==> src/rtl/psa16_sat_unit.sv <==
// Four-lane signed 4-bit saturating adder with a single registered output stage.
// Optional PSA16_SAT_FLAGS_EN adds a per-lane saturation flag output.
module psa16_sat_unit (
    input  logic        clk,
    input  logic        rst,
    input  logic        in_valid,
    input  logic [15:0] a,
    input  logic [15:0] b,
    output logic [15:0] sum,
    output logic        out_valid
`ifdef PSA16_SAT_FLAGS_EN
    ,
    output logic [3:0]  sat_flags
`endif
);

    // Overflow can only occur when both operands share a sign that the raw sum loses.
    function automatic logic lane_ovf(input logic [3:0] x, input logic [3:0] y);
        logic [3:0] raw;
        raw = x + y;
        return (x[3] == y[3]) && (raw[3] != x[3]);
    endfunction

    function automatic logic [3:0] sat_lane(input logic [3:0] x, input logic [3:0] y);
        logic [3:0] raw;
        raw = x + y;
        if (lane_ovf(x, y)) begin
            sat_lane = x[3] ? 4'b1000 : 4'b0111;
        end else begin
            sat_lane = raw;
        end
    endfunction

    logic [15:0] w_sum;
    logic [15:0] r_sum;
    logic        r_out_valid;

    // Lane-wise saturating sum; lanes never exchange carries.
    always_comb begin
        w_sum = 16'h0000;
        for (int i = 0; i < 4; i++) begin
            w_sum[4*i +: 4] = sat_lane(a[4*i +: 4], b[4*i +: 4]);
        end
    end

    // Result and valid registers; reset discards any in-flight operation.
    always_ff @(posedge clk) begin
        if (rst) begin
            r_sum       <= 16'h0000;
            r_out_valid <= 1'b0;
        end else if (in_valid) begin
            r_sum       <= w_sum;
            r_out_valid <= 1'b1;
        end else begin
            r_out_valid <= 1'b0;
        end
    end

    assign sum       = r_sum;
    assign out_valid = r_out_valid;

`ifdef PSA16_SAT_FLAGS_EN
    logic [3:0] w_sat;
    logic [3:0] r_sat_flags;

    // Per-lane saturation indication for the same operands as w_sum.
    always_comb begin
        w_sat = 4'h0;
        for (int i = 0; i < 4; i++) begin
            w_sat[i] = lane_ovf(a[4*i +: 4], b[4*i +: 4]);
        end
    end

    // Flags load alongside sum and hold when no operands arrive.
    always_ff @(posedge clk) begin
        if (rst) begin
            r_sat_flags <= 4'h0;
        end else if (in_valid) begin
            r_sat_flags <= w_sat;
        end else begin
            r_sat_flags <= r_sat_flags;
        end
    end

    assign sat_flags = r_sat_flags;
`endif

endmodule

==> config.mk <==
export PLATFORM = sky130hd
export DESIGN_NAME = psa16_sat_unit
export DESIGN_NICKNAME = d
export VERILOG_FILES = /design/src/rtl/psa16_sat_unit.sv
export SDC_FILE = /design/constraint.sdc
export NUM_CORES = 1
export LEC_CHECK = 0
export ABC_AREA = 1
export ABC_CLOCK_PERIOD_IN_PS = 1800
export CAP_MARGIN = 5
export CORE_MARGIN = 8
export CORE_UTILIZATION = 43
export CTS_BUF_LIST = sky130_fd_sc_hd__clkbuf_16
export CTS_CLUSTER_SIZE = 12
export DETAILED_ROUTE_END_ITERATION = 7
export GPL_TIMING_DRIVEN = 0
export HOLD_SLACK_MARGIN = 0.1
export PLACE_DENSITY = 0.91
export SLEW_MARGIN = 20
export SYNTH_ARGS = -nofsm -noshare
export SYNTH_HDL_FRONTEND = slang
export SYNTH_SLANG_ARGS = --single-unit
export TNS_END_PERCENT = 5
==> constraint.sdc <==
create_clock -name clk -period 1.8 [get_ports clk]
set_input_delay 0.54 -clock clk [delete_from_list [all_inputs] [get_ports clk]]
set_output_delay 0.54 -clock clk [all_outputs]
set_load 0.05 [all_outputs]
Word level (Yosys, flattened, before mapping)
Index checks and enable logic that the tools add are counted.
W data, S select, Z words.

word-level totals
  logic and storage cells = 27
  output and inout port bits = 17
  register bits after elaboration = 17
  input port bits = 35

operators by class
  add/sub/neg operators = 4
  equality and inequality tests = 8
  reductions and logical operators = 4
  muxes and demuxes = 9

operator list
  operator             number
  $mux W4              8
  $add A4 B4 Y4        4
  $eq A1 B1 Y1         4
  $logic_and A1 B1 Y1  4
  $ne A1 B1 Y1         4
  $mux W1              1

Depth between registers and ports, before layout
  word-level depth = 4
  depth in mapped cells = 7
  mapped depth without buffers = 7

Worst setup path after synthesis
No wires, ideal clock.

  kind = input-to-reg
  start = input port a[4]
  end = register r_sum[6], in the netlist sum[6]
  stages = 6
  required time = 1.733 ns
  setup slack = 0.304 ns
  library setup time = 0.067 ns
  buffers on the path = 0
  data arrival time = 1.430 ns
  path through = ha_1 -> inv_1 -> fa_1 -> xnor2_1 -> nand2_1 -> a21oi_2

between the ends
  word-level cells in the longest chain between the ends = 4

RTL lines
  item                  RTL line  source
  from (decl)           7         input logic [15:0] a,
  $add A4 B4 Y4 (*)     20, 26
  $ne A1 B1 Y1          21        return (x[3] == y[3]) && (raw[3] != x[3]);
  $logic_and A1 B1 Y1   21
  $mux W4 (*)           27        if (lane_ovf(x, y)) begin
  to (signal assigned)  52        r_sum <= w_sum;
  to (decl)             35        logic [15:0] r_sum;

Every way passes the cells marked *; elsewhere a longest branch is shown, timed or not.
A chain may end at the register's enable or synchronous reset.

Worst setup path after layout
Ends and elaborated chain as after synthesis.

==> out/results.env <==
RUN_STATUS='finished, final reports clean'
NUMBER_OF_FLOPS_MAPPED_TO_ENABLE_CELLS_BY_YOSYS=0
POSTPLACECELLAREA_UM2=1860
TIMING.MAX_CAP.VIOLATIONS=0
SLEW_VIOLATIONS=0
MAPPEDNETLISTAREA_UM2=1310
POST_SYNTH_MOST_FREQUENT_CELLS='sky130_fd_sc_hd__nand2_1, sky130_fd_sc_hd__inv_1, sky130_fd_sc_hd__dfxtp_1, sky130_fd_sc_hd__nand3_1, sky130_fd_sc_hd__ha_1'
CRITPATHKIND='in2reg'
CTS_TREE='built'
SYNTHMOSTINSTANTIATEDCELL='sky130_fd_sc_hd__nand2_1'
BUFFERS_ON_PORTS=51
CHIP_HEIGHT_UM=71.1
RELSLEWSLACK_PCT=65.7
DETAILED_PLACE_HPWL_UM=2600
POST_CTS_HOLD_BUFFER_COUNT=0
POWER.TOTAL_W=0.00137
SYNTH.YOSYS.SEQ_AREA_SHARE_PCT=26.1
GLOBALROUTE.TOTALOVERFLOW=0
DETAIL_ROUTE.ITER0.VIOLATIONS=44
PLACE.GP.CONGESTION=0.793
WORST_PATH_DOMINANT_CELL_FAMILY='adder cells'
SYNTH.DISTINCT_CELLS=19
P_PER_AREA_nW_PER_UM2=702
DIE_WIDTH_UM=71.1
PATH_BUF_INV=2
ANTENNA_FOUND_INITIAL=0
SYNTHESIS.INSTANCES=176
YOSYS-TOP-CELLS-AREA='sky130_fd_sc_hd__dfxtp_1, sky130_fd_sc_hd__ha_1, sky130_fd_sc_hd__nand2_1, sky130_fd_sc_hd__inv_1, sky130_fd_sc_hd__a21oi_2'
FINAL_NET_COUNT=284
ROUTE.FINAL.WIRE_LENGTH_UM=3090
YOSYS.AREA.TOP_TYPE_SHARE_PCT=26.1
VDD_IR_DROP_MAX_mV=0.316
NUMBER_OF_REGISTER_BITS_INFERRED_BY_SYNTHESIS=17
PIN_COUNT_OF_THE_BIGGEST_NET_ENTERING_GLOBAL_ROUTING=11
DETAIL_ROUTE.DRC_VIOLATIONS=0
FIRST_GLOBAL_VIAS=1272
MAXIMUM_OPERATING_FREQUENCY_GHz=0.564
CRITICAL_PATH_ARRIVAL_NS=1.96
CRIT_SLOWEST_CELL='sky130_fd_sc_hd__clkdlybuf4s50_1'
AREA_GROW_SYN2LAYOUT_PCT=49.0
AVGSYNTHCELLAREA_UM2=7.41
SYNTH.YOSYS.WARNINGS=0
VIAS=1274
POST_ROUTE_ANT_NETS=0
CRITPATHLAUNCH='a[4]'
POST_DR_WIRELENGTH_CELL_UM=11.7
IO_PINS=52
DRIVE_ABOVE_1_SHARE_PCT=19.4
ROW_COUNT=20
CTS-ROOT-BUF='sky130_fd_sc_hd__clkbuf_16'
CRITPATHCAPTURETYPE='flip-flop'
SYNTH_ASYNC_SR_FLOP_SHARE_PCT=0
PLACE_WORST_SETUP_SLACK_NS=-0.263
TOTAL_ITERATIONS_OF_THE_FIRST_DETAILED_ROUTING_RUN=4
FINISH.UTILIZATION_PCT=65.3
STATIC-LEAKAGE-POWER_nW=0.958
CRIT_CHAIN='clkdlybuf4s50_1 > ha_2 > inv_1 > fa_1 > xnor2_1 > nand2_1 > a21oi_2'
INSERTEDDIODECOUNT=0
CRITICAL_PATH_PEAK_FANOUT=3
UNREPAIRED_SETUP_ENDPOINTS_AFTER_GLOBAL_ROUTING='true'
SETUP-VIOLATIONS-FINAL=0
GRT_FIRST_PASS_WIRELENGTH_UM=5440
HOLD_START='sum[3]$_SDFFE_PP0P_'
CRITICAL-PATH-MAX-STAGE-DELAY_NS=0.46
HOLD_VIOL=0
CLOCK_PIN_SLEW_REPORTED_FOR_THE_WORST_SETUP_AND_HOLD_PATHS_AFTER_CLOCK_TREE_SYNTHESIS_NS=0.05
TIMING.FINAL.CRIT_SHARE_PCT=98.5
LAYOUT_MIN_CYCLE_TIME_NS=1.77
REQUIRED_NS=1.98
RR_STARTPOINT='sum[2]$_SDFFE_PP0P_'
SYNTH_AREA_LEADER_CELL='sky130_fd_sc_hd__dfxtp_1'
CLK_LATENCY_NS=0.24
DOMINANTREGCELLSYNTH='sky130_fd_sc_hd__dfxtp_1'
SYNTHESIS.NETS=227
CORE_AREA_UM2=2980
TIMING.CRITICAL_PATH.FROM_TYPE='primary input'
POST-ROUTE-CELL-AREA_UM2=1940
EFFECTIVE_UTILIZATION_AT_FLOORPLAN_PCT=43.8
HOLD_WS_NS=0.461
NUMCLOCKSINKS=17
ROUTED_VIA_DENSITY=4.81
CTSHTREEMAXLEVEL=1
GRT_USE_TOTAL_PCT=13.0
CTS_MADE_BUFFERS=3
CTS.PATH.MAX_BUFFERS=2
MIN-DELAY-PATH-CLASS='reg2reg'
FP.DIEAREA_UM2=5050
POST_LAYOUT_WORST_SETUP_MARGIN_NS=0.0265
MAX_SLEW.WORST_PIN.SLEW_NS=0.516
CLOCK_SKEW_NS=0
final cells by class:
class,count,area [um^2]
Clock inverter,1,5.00
Buffer,3,21.3
Sequential cell,17,340
Clock buffer,3,75.1
Tap cell,33,41.3
Timing Repair Buffer,52,502
Multi-Input combinational cell,125,843
Fill cell,290,1030
Inverter,31,116
cells in the final DEF, fill, tap and decap left out, drive strengths merged:
cell type,n
clkbuf,3
dfxtp,17
dlymetal6s2s,2
clkinv,1
dlygate4sd2,17
nand2,40
nand3b,3
or2,3
clkdlybuf4s50,32
fa,4
nand3,21
a21oi,20
ha,12
o21ai,12
nor2,6
buf,4
xnor2,4
inv,31
where the power goes:
group          switching, W  internal, W  leakage (nW)  total [W]
registers         0.0000136     0.000409         0.141   0.000422
clock network      0.000139     0.000297        0.0409   0.000436
logic              0.000299     0.000208         0.776   0.000507
cells by family after synthesis:
| logic type | share of synthesized area [%] |
|---|---|
| adders and majority gates | 17.6 |
| AOI/OAI and AO/OA | 15.1 |
| buffers and inverters | 10.5 |
| DFF | 26.1 |
| and+or+nand+nor | 27.9 |
| xor gates and xnor gates | 2.68 |
metrics by stage:
stage | std cells | TNS (ns)
finish | 265 | 0
global route | 265 | -0.100
detailed placement | 260 | -2.71
global placement | 260 | -2.38
CTS | 264 | 0
floorplan | 176 | 0
what timing repair did:
action	4_1_cts	5_1_grt
buffers inserted	0	1
resized for setup	21	5
setup endpoints to repair	20	6
pin swaps	1	6
tightest hold or removal path, stage by stage, from the launching register on:
cell and delay (ns):
sky130_fd_sc_hd__dfxtp_1 0.30, sky130_fd_sc_hd__nand2_1 0.06, sky130_fd_sc_hd__a21oi_1 0.05
path summary, 6_finish.rpt:
path	cells after the start	slack (ns)	endpoint
worst min register to register	2	0.46	sum[3]$_SDFFE_PP0P_
worst max-delay path	7	0.03	sum[6]$_SDFFE_PP0P_
worst max register to register	2	1.12	sum[2]$_SDFFE_PP0P_
worst min-delay path	2	0.46	sum[3]$_SDFFE_PP0P_
sequential cells by signal, indices dropped and copies added, names as in the netlist:
register and count:
sum 16, out_valid 1
layer usage:
metal	GRT usage [%]	wire (um)	vias to the layer above
met1	13.5	1320	556
met3	3.53	191	2
met4	4.16	21	0
met5	0	0	-
met2	24.3	1550	35
li1	-	-	681
(Power assumes the default switching activity.)
